File: config.mk
export PLATFORM = sky130hd
export DESIGN_NAME = dma_copy_controller
export DESIGN_NICKNAME = d
export VERILOG_FILES = /design/src/rtl/dma_copy_controller.sv
export SDC_FILE = /design/constraint.sdc
export NUM_CORES = 1
export LEC_CHECK = 0
export BUFFER_PORTS_ARGS = -buffer_cell sky130_fd_sc_hd__buf_2
export CAP_MARGIN = 20
export CORE_AREA = 2 2 151 153
export CTS_CLUSTER_SIZE = 14
export DETAILED_ROUTE_END_ITERATION = 16
export DIE_AREA = 0 0 153 155
export PLACE_DENSITY_LB_ADDON = 0.15
export SYNTH_ARGS = -nofsm -noshare
export SYNTH_HDL_FRONTEND = slang
export SYNTH_SLANG_ARGS = --single-unit
File: constraint.sdc
create_clock -name clk -period 10.8 [get_ports clk]
set_input_delay 2.16 -clock clk [delete_from_list [all_inputs] [get_ports clk]]
set_output_delay 2.16 -clock clk [all_outputs]
set_load 0.005 [all_outputs]
File: src/rtl/dma_copy_controller.sv
// Bus-mastering block copy engine: arbitrates for the system bus, then moves
// 32-bit words one read/write pair at a time, yielding the bus every BURST_LEN words.
module dma_copy_controller #(
  parameter int BURST_LEN = 4,
  parameter int TIMEOUT   = 255,
  parameter int CNT_W     = 16
) (
  input  logic             clk,
  input  logic             rst,
  input  logic             start,
  input  logic [31:0]      src_addr,
  input  logic [31:0]      dst_addr,
  input  logic [CNT_W-1:0] word_cnt,
  output logic             busy,
  output logic             done,
  output logic             error,
  output logic             dma_req,
  input  logic             dma_grant,
  output logic [31:0]      addr_out,
  output logic [31:0]      wdata_out,
  input  logic [31:0]      rdata_in,
  output logic             rd_out,
  output logic             wr_out,
  output logic [3:0]       mask_out,
  output logic             drive_en,
  input  logic             fc_bus
);

  localparam int TMR_W  = $clog2(TIMEOUT + 1);
  localparam int BEAT_W = $clog2(BURST_LEN + 1);

  typedef enum logic [2:0] {
    S_IDLE    = 3'd0,
    S_REQ     = 3'd1,
    S_READ    = 3'd2,
    S_WRITE   = 3'd3,
    S_RELEASE = 3'd4,
    S_DONE    = 3'd5,
    S_ERROR   = 3'd6
  } state_t;

  state_t             state, state_nx;
  logic [31:0]        src, src_nx, dst, dst_nx, data, data_nx;
  logic [CNT_W-1:0]   count, count_nx;
  logic [BEAT_W-1:0]  beat, beat_nx;
  logic [TMR_W-1:0]   timer, timer_nx;
  logic               busy_nx, done_nx, error_nx, dma_req_nx;
  logic               rd_nx, wr_nx, drive_nx;
  logic [31:0]        addr_nx, wdata_nx;
  logic [3:0]         mask_nx;

  always_ff @(posedge clk or posedge rst) begin
    if (rst) begin
      state     <= S_IDLE;
      src       <= 32'd0;
      dst       <= 32'd0;
      data      <= 32'd0;
      count     <= '0;
      beat      <= '0;
      timer     <= '0;
      busy      <= 1'b0;
      done      <= 1'b0;
      error     <= 1'b0;
      dma_req   <= 1'b0;
      addr_out  <= 32'd0;
      wdata_out <= 32'd0;
      rd_out    <= 1'b0;
      wr_out    <= 1'b0;
      mask_out  <= 4'h0;
      drive_en  <= 1'b0;
    end else begin
      state     <= state_nx;
      src       <= src_nx;
      dst       <= dst_nx;
      data      <= data_nx;
      count     <= count_nx;
      beat      <= beat_nx;
      timer     <= timer_nx;
      busy      <= busy_nx;
      done      <= done_nx;
      error     <= error_nx;
      dma_req   <= dma_req_nx;
      addr_out  <= addr_nx;
      wdata_out <= wdata_nx;
      rd_out    <= rd_nx;
      wr_out    <= wr_nx;
      mask_out  <= mask_nx;
      drive_en  <= drive_nx;
    end
  end

  // Strobes rise one cycle into READ/WRITE; the timer only runs while a strobe waits for fc.
  always_comb begin
    state_nx   = state;
    src_nx     = src;
    dst_nx     = dst;
    data_nx    = data;
    count_nx   = count;
    beat_nx    = beat;
    timer_nx   = timer;
    busy_nx    = busy;
    done_nx    = 1'b0;
    error_nx   = 1'b0;
    dma_req_nx = 1'b0;
    addr_nx    = addr_out;
    wdata_nx   = wdata_out;
    rd_nx      = 1'b0;
    wr_nx      = 1'b0;
    drive_nx   = 1'b0;
    mask_nx    = 4'h0;

    case (state)
      S_IDLE: begin
        busy_nx = 1'b0;
        if (start) begin
          src_nx   = src_addr & 32'hFFFF_FFFC;
          dst_nx   = dst_addr & 32'hFFFF_FFFC;
          count_nx = word_cnt;
          beat_nx  = '0;
          busy_nx  = 1'b1;
          state_nx = (word_cnt == '0) ? S_DONE : S_REQ;
        end else begin
          state_nx = S_IDLE;
        end
      end
      S_REQ: begin
        busy_nx    = 1'b1;
        dma_req_nx = 1'b1;
        // Only move once our own request is visible, so a tied-high grant cannot race it.
        if (dma_req && dma_grant) begin
          state_nx = S_READ;
          timer_nx = '0;
        end else begin
          state_nx = S_REQ;
        end
      end
      S_READ: begin
        busy_nx    = 1'b1;
        dma_req_nx = 1'b1;
        addr_nx    = src;
        if (rd_out && fc_bus) begin
          data_nx  = rdata_in;
          state_nx = S_WRITE;
          timer_nx = '0;
        end else if (!dma_grant) begin
          state_nx = S_ERROR;
        end else if (!rd_out) begin
          rd_nx = 1'b1;
        end else if (timer == TMR_W'(TIMEOUT - 1)) begin
          state_nx = S_ERROR;
        end else begin
          rd_nx    = 1'b1;
          timer_nx = timer + 1'b1;
        end
      end
      S_WRITE: begin
        busy_nx    = 1'b1;
        dma_req_nx = 1'b1;
        addr_nx    = dst;
        wdata_nx   = data;
        if (wr_out && fc_bus) begin
          src_nx   = src + 32'd4;
          dst_nx   = dst + 32'd4;
          count_nx = count - 1'b1;
          timer_nx = '0;
          if (count == CNT_W'(1)) begin
            state_nx = S_DONE;
          end else if (beat == BEAT_W'(BURST_LEN - 1)) begin
            beat_nx  = '0;
            state_nx = S_RELEASE;
          end else begin
            beat_nx  = beat + 1'b1;
            state_nx = S_READ;
          end
        end else if (!dma_grant) begin
          state_nx = S_ERROR;
        end else if (!wr_out) begin
          wr_nx = 1'b1;
        end else if (timer == TMR_W'(TIMEOUT - 1)) begin
          state_nx = S_ERROR;
        end else begin
          wr_nx    = 1'b1;
          timer_nx = timer + 1'b1;
        end
      end
      S_RELEASE: begin
        busy_nx  = 1'b1;
        state_nx = S_REQ;
      end
      S_DONE: begin
        done_nx  = 1'b1;
        busy_nx  = 1'b0;
        count_nx = '0;
        state_nx = S_IDLE;
      end
      S_ERROR: begin
        error_nx = 1'b1;
        busy_nx  = 1'b0;
        count_nx = '0;
        beat_nx  = '0;
        state_nx = S_IDLE;
      end
      default: begin
        busy_nx  = 1'b0;
        state_nx = S_IDLE;
      end
    endcase

    // The bus is driven only while staying inside the access states.
    if (((state == S_READ) || (state == S_WRITE)) &&
        ((state_nx == S_READ) || (state_nx == S_WRITE))) begin
      drive_nx = 1'b1;
      mask_nx  = 4'hF;
    end else begin
      drive_nx = 1'b0;
      mask_nx  = 4'h0;
    end
  end

endmodule

Word-level counts from Yosys, hierarchy flattened
Cells that the tools add are included.
{"block": "word_totals", "register_bits": 201, "output_inout_bits": 75, "elab_cells": 115}
{"block": "op_classes", "n_mux": 53, "reduce_logical": 21, "n_eq_ne": 19, "n_addsub": 5}
{"operator": "$pmux 32 s2", "count": 3}
{"operator": "$mux 32", "count": 4}
{"operator": "$add 32x3->32 const B", "count": 2}
{"operator": "$mux 8", "count": 8}
{"operator": "$pmux 16 s3", "count": 1}
{"operator": "$mux 3", "count": 15}
{"operator": "$mux 16", "count": 2}
{"operator": "$pmux 8 s3", "count": 1}
{"operator": "$eq 16x1->1 const B", "count": 1}
{"operator": "$logic_not 16->1", "count": 1}
{"operator": "$sub 16x1->16 const B", "count": 1}
{"operator": "$eq 3x2->1 const B", "count": 5}
{"operator": "$pmux 3 s5", "count": 1}
{"operator": "$mux 1", "count": 14}
{"operator": "$ne 3x3->1 const B", "count": 4}
{"operator": "$eq 3x3->1 const B", "count": 3}
{"operator": "$pmux 3 s3", "count": 1}
{"operator": "$reduce_bool 3->1", "count": 3}
{"operator": "$add 8x1->8 const B", "count": 1}
{"operator": "$eq 8x8->1 const B", "count": 1}
{"operator": "$ne 2x2->1 const B", "count": 4}
{"operator": "$reduce_and 3->1", "count": 2}
{"operator": "$reduce_and 6->1", "count": 1}
{"operator": "$logic_and 1x1->1", "count": 4}
{"operator": "other kinds (13)", "count": 15}

Logic depth before layout (Yosys ltp)
{"block": "logic_depth", "word_depth": 10, "mapped_depth": 8}

Least setup slack after synthesis
Ideal clock, no wire load.
{"block": "synth_timing", "path_kind": "input to register", "from": "input start", "to": "register dst[23]", "stages": 5, "t_arrival_ns": 3.538, "path_slack_ns": 7.138, "required_time_ns": 10.676, "setup_ns": 0.124, "path_cell_list": "or3b_2 > a21oi_1 > clkbuf_1 > o21ai_0 > a211o_1"}
{"block": "synth_via", "elab_chain_len": 2}
{"element": "start: declaration", "line_no": "10", "text": "input logic start,"}
{"element": "$ne 2x2->1 (no line)"}
{"element": "$reduce_and 3->1 (no line)"}
{"element": "end signal: assignment", "line_no": "74", "text": "dst <= dst_nx;"}
{"element": "end: declaration", "line_no": "43", "text": "logic [31:0] src, src_nx, dst, dst_nx, data, data_nx;"}
No other way between the ends.
A chain may end at the register's enable or synchronous reset.

Worst setup path after layout
{"block": "layout_timing", "from": "input start", "to": "register dst[30]"}
Same word-level chain as after synthesis.

==> metrics.log <==
INFO  metric die_h = 155 um
INFO  metric synth_top_cell_area_share = 0.494
INFO  metric crit_arrival = 4.49 ns
INFO  metric grt_pass1_wl = 42.9 mm
INFO  metric synth_enable_flop_cells = 0
INFO  metric remaining_drc_errors = 0
INFO  metric path_class = in2reg
INFO  metric coreArea = 22200 um2
INFO  metric gr-total-overflow = 0
INFO  metric period_share = 0.386
INFO  metric pwr-share-comb = 0.381
INFO  metric synth_async_sr_flop_share = 1.00
INFO  metric mappedNetlistArea = 9730 um2
INFO  metric grt_use_total = 0.225
INFO  metric yosysMostFrequentCell = sky130_fd_sc_hd__dfrtp_1
INFO  metric floorplan.initialDensity = 0.438
INFO  metric routedWlPerCell = 17.7 um
INFO  metric worst_ir_drop_vdd = 0.000104 V
INFO  metric crit_buf_inv = 2
INFO  metric placed_cell_areas = 10800 um2
INFO  metric grt_max_degree = 123
INFO  metric yosysUniqueCellTypes = 67
INFO  metric synth_top_cells_by_area = sky130_fd_sc_hd__dfrtp_1, sky130_fd_sc_hd__nand2_1, sky130_fd_sc_hd__o21ai_0, sky130_fd_sc_hd__a21oi_1, sky130_fd_sc_hd__mux2_2
INFO  metric number_of_primary_i_o_pins = 192
INFO  metric dominantRegCellSynth = sky130_fd_sc_hd__dfrtp_1
INFO  metric clk_path_buf_depth = 2
INFO  metric firstDrtPassIters = 5
INFO  metric post-cts-setup-buffer-count = 0
INFO  metric p_leak = 5.31 nW
INFO  metric cts_tree = done
INFO  metric max_freq = 0.240 GHz
INFO  metric placement.io_buffers = 187
INFO  metric ys_seq_area_frac = 0.494
INFO  metric run_status = completed
INFO  metric grt_antenna_before_repair = 7
INFO  metric crit_slowest_cell = sky130_fd_sc_hd__buf_4
INFO  metric flow.area_growth_from_synthesis = 17.6%
INFO  metric power.internal = 1.87 mW
INFO  metric setup_viol_count_final = 0
INFO  metric clock_insertion_delay_worst_skew = 0.45 ns
INFO  metric rsz0062_at_grt = no
INFO  metric worst-path-max-fanout = 74
INFO  metric place_ws = 6.20 ns
INFO  metric worst_slew_pin_slew = 1.13 ns
INFO  metric power = 3.21 mW
INFO  metric drtAntennaViolNets = 0
INFO  metric root_buffer = sky130_fd_sc_hd__clkbuf_16
INFO  metric tritoncts_num_sinks = 192
INFO  metric vias = 8409
INFO  metric postLayoutCellArea = 11400 um2
INFO  metric max-cap-violations = 0
INFO  metric final-hold-violation-count = 0
INFO  metric peak_per_stage_delay_on_the_critical_path = 0.64 ns
INFO  metric seq_power_share = 0.419
INFO  metric min_path_type = reg2reg
INFO  metric timing.critical_path.from_type = input port
INFO  metric fin_worst_skew = 0.0197 ns
INFO  metric worst_path_dominant_cell_family = simple AND/OR/NAND/NOR gates
INFO  metric ys.warnings.count = 0
INFO  metric critical_path.cell_chain = buf_2 > or3b_2 > a21oi_4 > buf_4 > nand3_1 > or3_1 > a31o_1
INFO  metric cellPowerDensity = 281 nW/um2
INFO  metric die_w = 153 um
INFO  metric cts-buffers-inserted = 17
INFO  metric worstPathRequired = 11.13 ns
INFO  metric yosys.area.top_type = sky130_fd_sc_hd__dfrtp_1
INFO  metric routed_wirelength = 26.7 mm
INFO  metric netSwitchingPower = 1.34 mW
INFO  metric netlist_top_cells_count = sky130_fd_sc_hd__dfrtp_1, sky130_fd_sc_hd__nand2_1, sky130_fd_sc_hd__o21ai_0
INFO  metric postSynthNetCount = 1186
INFO  metric post-route-min-period = 4.16 ns
INFO  metric dp.final_hpwl = 17.6 mm
INFO  metric design.die.area = 23700 um2
INFO  metric tns = 0 ns
INFO  metric share_of_cells_above_drive_strength_1 = 0.238
INFO  metric synth.avg_cell_area = 9.16 um2
INFO  metric clock_power_share = 0.201
INFO  metric final-max-slew-violation-count = 0
INFO  metric post_cts_resized = 0
INFO  metric number_of_nets_in_the_layout = 1329
INFO  metric setup_slack = 6.64 ns
INFO  metric routabilityCongestion = 0.847
INFO  metric max_slew_headroom = 0.238
INFO  metric yosys_register_bits = 192
INFO  metric htree_num_levels = 4
INFO  metric detailedRoute.firstIterationViolations = 478
INFO  metric route.detailed.vias_per_inst = 5.58
INFO  metric postCtsHoldBufs = 0
INFO  metric final.hold.worst_slack = 0.466 ns
INFO  metric via_count_of_the_first_global_routing_pass = 7996
INFO  metric cts.reportedPaths.clkPinSlew = 0.08 ns
INFO  metric synthCells = 1062
INFO  metric netSwitchingFraction = 0.418
INFO  metric fp-row-count = 55
INFO  metric setup.worst_path.end_class = register
power by group through the flow:
stage | Combinational, mW | Clock, mW | Sequential (mW)
5_1_grt | 1.39 | 0.696 | 1.40
3_5_place_dp | 1.23 | 0 | 1.35
2_1_floorplan | 0.892 | 0 | 1.27
3_3_place_gp | 1.20 | 0 | 1.34
4_1_cts | 1.23 | 0.662 | 1.34
6_report | 1.22 | 0.645 | 1.35
logic make-up (layout without fill, tap and decap cells):
| group | Yosys count | in the layout | share of synthesized area |
|---|---|---|---|
| AO/OA/AOI/OAI | 318 | 318 | 0.196 |
| adder cells (fa/ha/maj) | 7 | 7 | 0.00900 |
| buffers and inverters | 89 | 245 | 0.0388 |
| flip-flops | 192 | 192 | 0.494 |
| multiplexers | 67 | 67 | 0.0732 |
| other | 0 | 3 | 0 |
| AND/OR/NAND/NOR | 389 | 389 | 0.189 |
per-stage QoR:
stage,utilization,cells
after floorplan,-,1062
after global placement,0.487,1470
after detailed placement,0.487,1470
after CTS,0.514,1502
after global routing,0.514,1503
final,0.515,1506
registers in the layout, indices dropped and copies added, names as in the netlist, 3 cells and up:
signal,cells
state,3
count,16
dst,30
wdata_out,32
src,30
timer,8
beat,3
addr_out,31
data,32
cell usage in the layout, fill, tap and decap left out, types with 5 or more instances in the layout:
master	n
sky130_fd_sc_hd__dfrtp_1	191
sky130_fd_sc_hd__buf_2	187
sky130_fd_sc_hd__nand2_1	175
sky130_fd_sc_hd__o21ai_0	110
sky130_fd_sc_hd__a21oi_1	100
sky130_fd_sc_hd__nor2_1	75
sky130_fd_sc_hd__mux2i_1	34
sky130_fd_sc_hd__mux2_2	33
sky130_fd_sc_hd__nand3_1	27
sky130_fd_sc_hd__nand4_1	20
sky130_fd_sc_hd__nor3_1	18
sky130_fd_sc_hd__clkbuf_16	17
sky130_fd_sc_hd__a31oi_1	15
sky130_fd_sc_hd__nor4_1	13
sky130_fd_sc_hd__buf_4	13
sky130_fd_sc_hd__o22a_1	12
sky130_fd_sc_hd__inv_1	11
sky130_fd_sc_hd__and3_1	11
sky130_fd_sc_hd__o21a_1	10
sky130_fd_sc_hd__o22ai_1	10
sky130_fd_sc_hd__and4_1	7
sky130_fd_sc_hd__a21o_1	7
sky130_fd_sc_hd__or3_1	7
sky130_fd_sc_hd__ha_1	7
sky130_fd_sc_hd__a31o_2	6
sky130_fd_sc_hd__a211oi_1	6
sky130_fd_sc_hd__clkinv_8	6
sky130_fd_sc_hd__a2bb2oi_1	5
sky130_fd_sc_hd__and2_1	5
sky130_fd_sc_hd__a22oi_1	5
sky130_fd_sc_hd__inv_6	5
worst register-to-register path: cells and delay by family, from the launching register on:
family | cells | cell delay [ns]
DFF | 1 | 0.58
and+or+nand+nor | 5 | 1.37
buffers and inverters | 3 | 1.73
worst paths after layout:
path / from / end / slack (ns) / cells past startpoint
hold / removal: data[19] / wdata_out[19] / 0.47 / 2
hold reg to reg: data[19] / wdata_out[19] / 0.47 / 2
max in group asynchronous: rst / addr_out[15] / 7.40 / 3
min in group asynchronous: rst / data[7] / 1.84 / 2
setup / recovery: start / dst[30] / 6.64 / 7
setup reg to reg: state[2] / src[31] / 7.01 / 8
cell type report:
cell class | instances | area (um2)
fill | 2114 | 10800
multi-input combinational | 781 | 4570
inverter | 13 | 56.3
sequential | 192 | 4810
clock inverter | 15 | 184
antenna | 3 | 7.51
clock buffer | 17 | 425
timing repair buffer | 200 | 1030
tap | 285 | 357
routing by layer:
layer  wire length, um  vias up  track usage  share of wire
li1                  -     4118            -              -
met1             12200     3971        0.312           0.46
met2             11800      274        0.341           0.44
met3              2140       40       0.0730          0.080
met4               500        6       0.0600          0.019
met5                26        -            0        0.00097
Power figures use the tool's default switching activity.
